File: src/rtl/audio_app.sv
// rtl/audio_app.sv - four-channel 16-bit audio router with a serially programmed routing table
module audio_app (
  input  logic        clk,
  input  logic        rst_,
  input  logic [15:0] di_0,
  input  logic [15:0] di_1,
  input  logic [15:0] di_2,
  input  logic [15:0] di_3,
  output logic [15:0] do_0,
  output logic [15:0] do_1,
  output logic [15:0] do_2,
  output logic [15:0] do_3,
  input  logic        prgrm_in,
  input  logic        prgrm_go_,
  output logic        err_
);

  typedef enum logic [1:0] {
    ST_IDLE,
    ST_SHIFT,
    ST_ABORT
  } state_t;

  state_t      state;
  state_t      state_nxt;
  logic [3:0]  bit_cnt;
  logic [7:0]  shift_q;
  logic [1:0]  sel_0;
  logic [1:0]  sel_1;
  logic [1:0]  sel_2;
  logic [1:0]  sel_3;
  logic        start_ok;
  logic        shift_en;
  logic        commit;
  logic        set_err;
  logic [15:0] di_arr [4];

  assign di_arr[0] = di_0;
  assign di_arr[1] = di_1;
  assign di_arr[2] = di_2;
  assign di_arr[3] = di_3;

  always_ff @(posedge clk) begin
    if (!rst_) begin
      state <= ST_IDLE;
    end else begin
      state <= state_nxt;
    end
  end

  // bit_cnt counts frame bits taken so far, including the command bit
  always_comb begin
    state_nxt = state;
    start_ok  = 1'b0;
    shift_en  = 1'b0;
    commit    = 1'b0;
    set_err   = 1'b0;
    case (state)
      ST_IDLE: begin
        if (!prgrm_go_) begin
          if (prgrm_in) begin
            set_err   = 1'b1;
            state_nxt = ST_ABORT;
          end else begin
            start_ok  = 1'b1;
            state_nxt = ST_SHIFT;
          end
        end
      end
      ST_SHIFT: begin
        if (!prgrm_go_) begin
          if (bit_cnt == 4'd9) begin
            set_err   = 1'b1;
            state_nxt = ST_ABORT;
          end else begin
            shift_en  = 1'b1;
          end
        end else begin
          if (bit_cnt == 4'd9) begin
            commit  = 1'b1;
          end else begin
            set_err = 1'b1;
          end
          state_nxt = ST_IDLE;
        end
      end
      ST_ABORT: begin
        if (prgrm_go_) begin
          state_nxt = ST_IDLE;
        end
      end
      default: state_nxt = ST_IDLE;
    endcase
  end

  always_ff @(posedge clk) begin
    if (!rst_) begin
      bit_cnt <= 4'd0;
      shift_q <= 8'd0;
    end else if (start_ok) begin
      bit_cnt <= 4'd1;
      shift_q <= 8'd0;
    end else if (shift_en) begin
      bit_cnt <= bit_cnt + 4'd1;
      shift_q <= {shift_q[6:0], prgrm_in};
    end
  end

  // sel_0 arrives first, so after eight shifts it sits in the top two bits
  always_ff @(posedge clk) begin
    if (!rst_) begin
      sel_0 <= 2'd0;
      sel_1 <= 2'd1;
      sel_2 <= 2'd2;
      sel_3 <= 2'd3;
    end else if (commit) begin
      sel_0 <= shift_q[7:6];
      sel_1 <= shift_q[5:4];
      sel_2 <= shift_q[3:2];
      sel_3 <= shift_q[1:0];
    end
  end

  always_ff @(posedge clk) begin
    if (!rst_) begin
      err_ <= 1'b1;
    end else if (set_err) begin
      err_ <= 1'b0;
    end else if (start_ok) begin
      err_ <= 1'b1;
    end
  end

  always_ff @(posedge clk) begin
    if (!rst_) begin
      do_0 <= 16'd0;
      do_1 <= 16'd0;
      do_2 <= 16'd0;
      do_3 <= 16'd0;
    end else begin
      do_0 <= di_arr[sel_0];
      do_1 <= di_arr[sel_1];
      do_2 <= di_arr[sel_2];
      do_3 <= di_arr[sel_3];
    end
  end

endmodule

File: config.mk
export PLATFORM = sky130hd
export DESIGN_NAME = audio_app
export DESIGN_NICKNAME = d
export VERILOG_FILES = /design/src/rtl/audio_app.sv
export SDC_FILE = /design/constraint.sdc
export NUM_CORES = 1
export LEC_CHECK = 0
export CAP_MARGIN = 20
export CORE_ASPECT_RATIO = 1.2
export CORE_UTILIZATION = 47
export CTS_CLUSTER_DIAMETER = 60
export DETAILED_ROUTE_END_ITERATION = 8
export PLACE_DENSITY = 0.8
export SLEW_MARGIN = 10
export SYNTH_ARGS = -nofsm -noshare
export SYNTH_HDL_FRONTEND = slang
export SYNTH_SLANG_ARGS = --single-unit
File: constraint.sdc
create_clock -name clk -period 1.7 [get_ports clk]
set_clock_uncertainty 0.1 [all_clocks]
set_input_delay 0.51 -clock clk [delete_from_list [all_inputs] [get_ports clk]]
set_output_delay 0.51 -clock clk [all_outputs]
set_load 0.1 [all_outputs]
== After elaboration in Yosys (flattened, before gate mapping) ==
Index checks and enable logic that the tools add are counted.

* Register bits: 87
* Input bits: 68
* Output and inout port bits: 65
* Word-level logic and storage cells: 69

* Add/sub/neg operators: 1
* Order comparisons: 4
* Equality and inequality tests: 6
* Multiplexer cells: 35
* Bitwise gates (word level): 5
* Reduce and logical (&&, ||, !) cells: 5

{| class="wikitable"
|+ Operators by type and width
! kind !! count
|-
| $bmux 16 s2 || 4
|-
| $mux 16 || 8
|-
| $mux 1 || 16
|-
| $ge 3x3->1 const B || 4
|-
| $not 2->3 || 4
|-
| $mux 2 || 5
|-
| $pmux 2 s3 || 1
|-
| $add 4x1->4 const B || 1
|-
| $eq 4x4->1 const B || 1
|-
| $ne 2x2->1 const B || 2
|-
| $reduce_bool 2->1 || 2
|-
| $ne 3x3->1 const B || 1
|-
| $reduce_and 3->1 || 1
|-
| $eq 2x1->1 const B || 1
|-
| $eq 2x2->1 const B || 1
|-
| $logic_not 2->1 || 1
|-
| $pmux 1 s2 || 1
|-
| $reduce_or 2->1 || 1
|-
| $not 1->1 || 1
|}

== Depth between registers and ports, before layout ==
* Depth after elaboration: 6
* Depth in mapped cells: 9
* Depth with buffers taken out: 8

== Worst setup path before layout ==
Ideal clock, no wire load.

* Kind: register to register
* Start: register bit_cnt[1]
* End: register sel_1[0]
* Setup time: 0.126 ns
* Data arrival time: 1.377 ns
* Data required time: 1.474 ns
* Setup slack: 0.097 ns
* Cell stages (with the launch flop): 10
* Buffers on the path: 1
* Period minus slack after synthesis: 1.603 ns
* Cell sequence: dfxtp_1 inv_1 ha_1 nand3b_1 inv_1 ha_1 nand3b_1 buf_2 mux2i_1 nand2_1

* Longest elaborated chain between the ends: 4

{| class="wikitable"
|+ RTL lines
! what !! line !! text
|-
| start: declaration || 26 || <nowiki>logic [3:0] bit_cnt;</nowiki>
|-
| start signal: assignment || 104 || <nowiki>bit_cnt <= bit_cnt + 4'd1;</nowiki>
|-
| $eq 4x4->1 || 79 || <nowiki>if (bit_cnt == 4'd9) begin</nowiki>
|-
| $mux 1 || 79 ||
|-
| $mux 1 || 71 || <nowiki>if (!prgrm_go_) begin</nowiki>
|-
| $mux 1 || 58 || <nowiki>case (state)</nowiki>
|-
| end signal: assignment || 118 || <nowiki>sel_1 <= shift_q[5:4];</nowiki>
|-
| end: declaration || 29 || <nowiki>logic [1:0] sel_1;</nowiki>
|}

No other way between the ends.
A chain may end at the register's enable or synchronous reset.

== Worst setup path in the final report ==
* Start: register bit_cnt[1]
* End: register sel_0[0]

* Longest elaborated chain between the ends: 4

{| class="wikitable"
|+ RTL lines
! what !! line !! text
|-
| $eq 4x4->1 || 79 ||
|-
| $mux 1 || 79 ||
|-
| $mux 1 || 71 ||
|-
| $mux 1 || 58 ||
|-
| end signal: assignment || 117 || <nowiki>sel_0 <= shift_q[7:6];</nowiki>
|-
| end: declaration || 28 || <nowiki>logic [1:0] sel_0;</nowiki>
|}

No other way between the ends.

==> flow_summary.ini <==
[global_route]
grt_max_degree = 61
grt_pass1_vias = 3361
antenna_found_initial = 0
gr-total-overflow = 0
grt_util_all_layers_pct = 24.4
grt_pass1_wl_mm = 17.8

[cells_and_area]
area_delta_synth_final_pct = 55.1
fin_util_pct = 75.0
insertedDiodeCount = 0
stdcell_count = 585
nets = 533
drive_gt1_share_pct = 31.8

[critical_path]
cp.arrival_ns = 1.75
worst-path-max-fanout = 8
timing.rr.start = bit_cnt[1]
r2r_cells = 9
r2r_slack_ns = 0.08
crit_required_ns = 1.83
worst-setup-path-type = reg -> reg
endpoint_kind = flop
cp-start-kind = flop
timing.rr.end = sel_0[0]

[pwr]
power_density_mw_per_mm2 = 794
leakagePower_nw = 2.71
ir_worst_vdd_mv = 0.526
totalPowerFinal_mw = 5.41

[hold_path]
hold_class = reg -> reg
hold_depth = 2
min_to = shift_q[7]
hold_path.startpoint = shift_q[7]

[sta]
final_hold_viol_count = 0
relSlewSlack_pct = 75.7
slew_violations = 0
tns_ns = 0
worstMarginPinSlew_ns = 0.360
rsz0062_at_grt = true
fin_crit_sh_pct = 95.3
setup_ws_ns = 0.0796
setup_viol = 0
period_needed_ns = 1.62
fmax_mhz = 617

[synthesis]
synth.top_cell.area_share_pct = 39.6
synthArstFlopShare_pct = 0
synth_most_common_cell = dfxtp_1
syn-num-nets = 397
ys_top_cells_by_area = dfxtp_1, mux4_2, mux4_1
ys_types = 29
synth-main-ff-cell = dfxtp_1
netlist_area_sq_mm = 0.00439
yosys_register_bits = 87
synth_top_area_cell = dfxtp_1
syn_area_per_cell_sq_um = 13.5
ys_seq_area_share_pct = 39.6
netlist_instances = 325
synth_enable_flop_cells = 0
synthTopCellsByCount = dfxtp_1, and2_1, mux4_2, mux4_1, nand2_1
yosys_warnings = 0

[floorplanning]
die_area_sq_mm = 0.00974
io-pin-count = 133
die_h_microns = 108
placementRows = 38
start_util_pct = 48.4
die_w_microns = 90.3
core-area_sq_mm = 0.00908

[routing]
drt-pass1-iter-count = 4
wl_per_cell_microns = 20.0
ant_nets = 0
vias_per_cell = 5.64
num_vias = 3301
drtIter0Drc = 174
drc = 0
routed_wl_mm = 11.7

[cts]
cts_buffers = 9
root_buffer = clkbuf_8
tritoncts = built
clockBufferDepth = 2
cts_sinks = 87
clkSlewWorstSetupHoldPaths_ns = 0.08
h-tree-depth = 3
clock_latency_ns = 0.35

[run_status]
outcome = completed

[placement]
place.gp.congestion = 0.855
post-place-ws_ns = -0.400
numPortBuffers = 132
dp_cells = 568
hpwl_mm = 8.56

[job]
maxCapViolCount = 0
[registers in the layout, summed over array words and instances (netlist names), 2 cells and up]
| signal | flops |
|---|---|
| bit_cnt | 4 |
| do_1 | 16 |
| do_0 | 16 |
| do_2 | 16 |
| sel_2 | 2 |
| do_3 | 16 |
| state | 2 |
| sel_0 | 2 |
| sel_3 | 2 |
| sel_1 | 2 |
| shift_q | 8 |
[per-stage QoR]
stage / hold slack [ns] / cell area [sq um]
finish: 0.381 / 6810
global route: 0.386 / 6810
CTS: 0.379 / 6780
detailed placement: 0.368 / 6530
global placement: 0.346 / 6530
floorplan: 0.336 / 4390
[timing repair]
action | CTS | global route
hold buffers | 0 | 0
endpoints found under the setup margin | 3 | 19
hold endpoints to repair | 0 | 0
buffers inserted | 0 | 2
resized for setup | 2 | 9
pin swaps | 0 | 3
[where the power goes]
group	internal (mW)	switching (mW)	total (mW)	leakage, nW
clock network	1.01	0.737	1.75	0.119
registers	2.13	0.0819	2.21	0.721
logic	0.631	0.819	1.45	1.87
total	3.77	1.64	5.41	2.71
[cell usage in the layout, fill, tap and decap left out, types with 2 or more instances in the layout]
master and n:
or3_1 2, nand2b_1 2, dfxtp_2 2, o21ai_0 3, nor2_1 3, mux2i_1 8, ha_2 2, mux4_1 28
and2_1 64, clkbuf_8 10, nand2_1 20, nor3_1 2, nand3b_1 4, dfxtp_1 85, buf_12 72, buf_4 16
inv_1 2, a21oi_1 13, bufinv_16 3, nor2b_1 5, inv_2 2, clkdlybuf4s50_1 65, mux4_2 36
[kinds of logic (layout without fill, tap and decap cells)]
group           count (synthesis)  after routing  share of synthesized area, %
compound gates                 22             22                          2.82
fa+ha+maj                       4              4                          1.14
buf+inv                        34            174                          5.47
flops                          87             87                          39.6
mux                            72             72                          37.0
simple gates                  106            106                          13.9
[worst max-delay path, cell delays in order, from the launching register on]
cell and delay [ns]:
dfxtp_2 0.34, inv_2 0.04, ha_4 0.14, nand3b_1 0.11
inv_1 0.06, ha_2 0.16, nand3b_1 0.13, buf_12 0.15
mux2i_1 0.21, nor2b_1 0.07
[worst max path at each step]
| stage | start | endpoint | cells past startpoint |
|---|---|---|---|
| 3_3_place_gp | prgrm_go_ | bit_cnt[1] | 6 |
| 2_1_floorplan | bit_cnt[1] | sel_1[0] | 9 |
| 4_1_cts | prgrm_go_ | bit_cnt[3] | 7 |
| 5_1_grt | bit_cnt[0] | sel_1[0] | 8 |
| 6_report | bit_cnt[1] | sel_0[0] | 9 |
| 3_5_place_dp | prgrm_go_ | bit_cnt[1] | 6 |
[per-layer routing]
metal  wire length (microns)  vias up  global-route usage [%]
li1                        -     1500                       -
met1                    4090     1622                    26.1
met2                    6610      157                    46.3
met3                     698       22                    5.16
met4                     285        0                    10.8
met5                       0        -                       0
[cell type report]
type                            instances  area (sq um)
Clock inverter                          5           106
Timing Repair Buffer                  155          2230
Inverter                                4          15.0
Tap cell                              120           150
Clock buffer                           10           138
Sequential cell                        87          1740
Multi-Input combinational cell        204          2430
Fill cell                             539          2270
(Power assumes the default switching activity.)
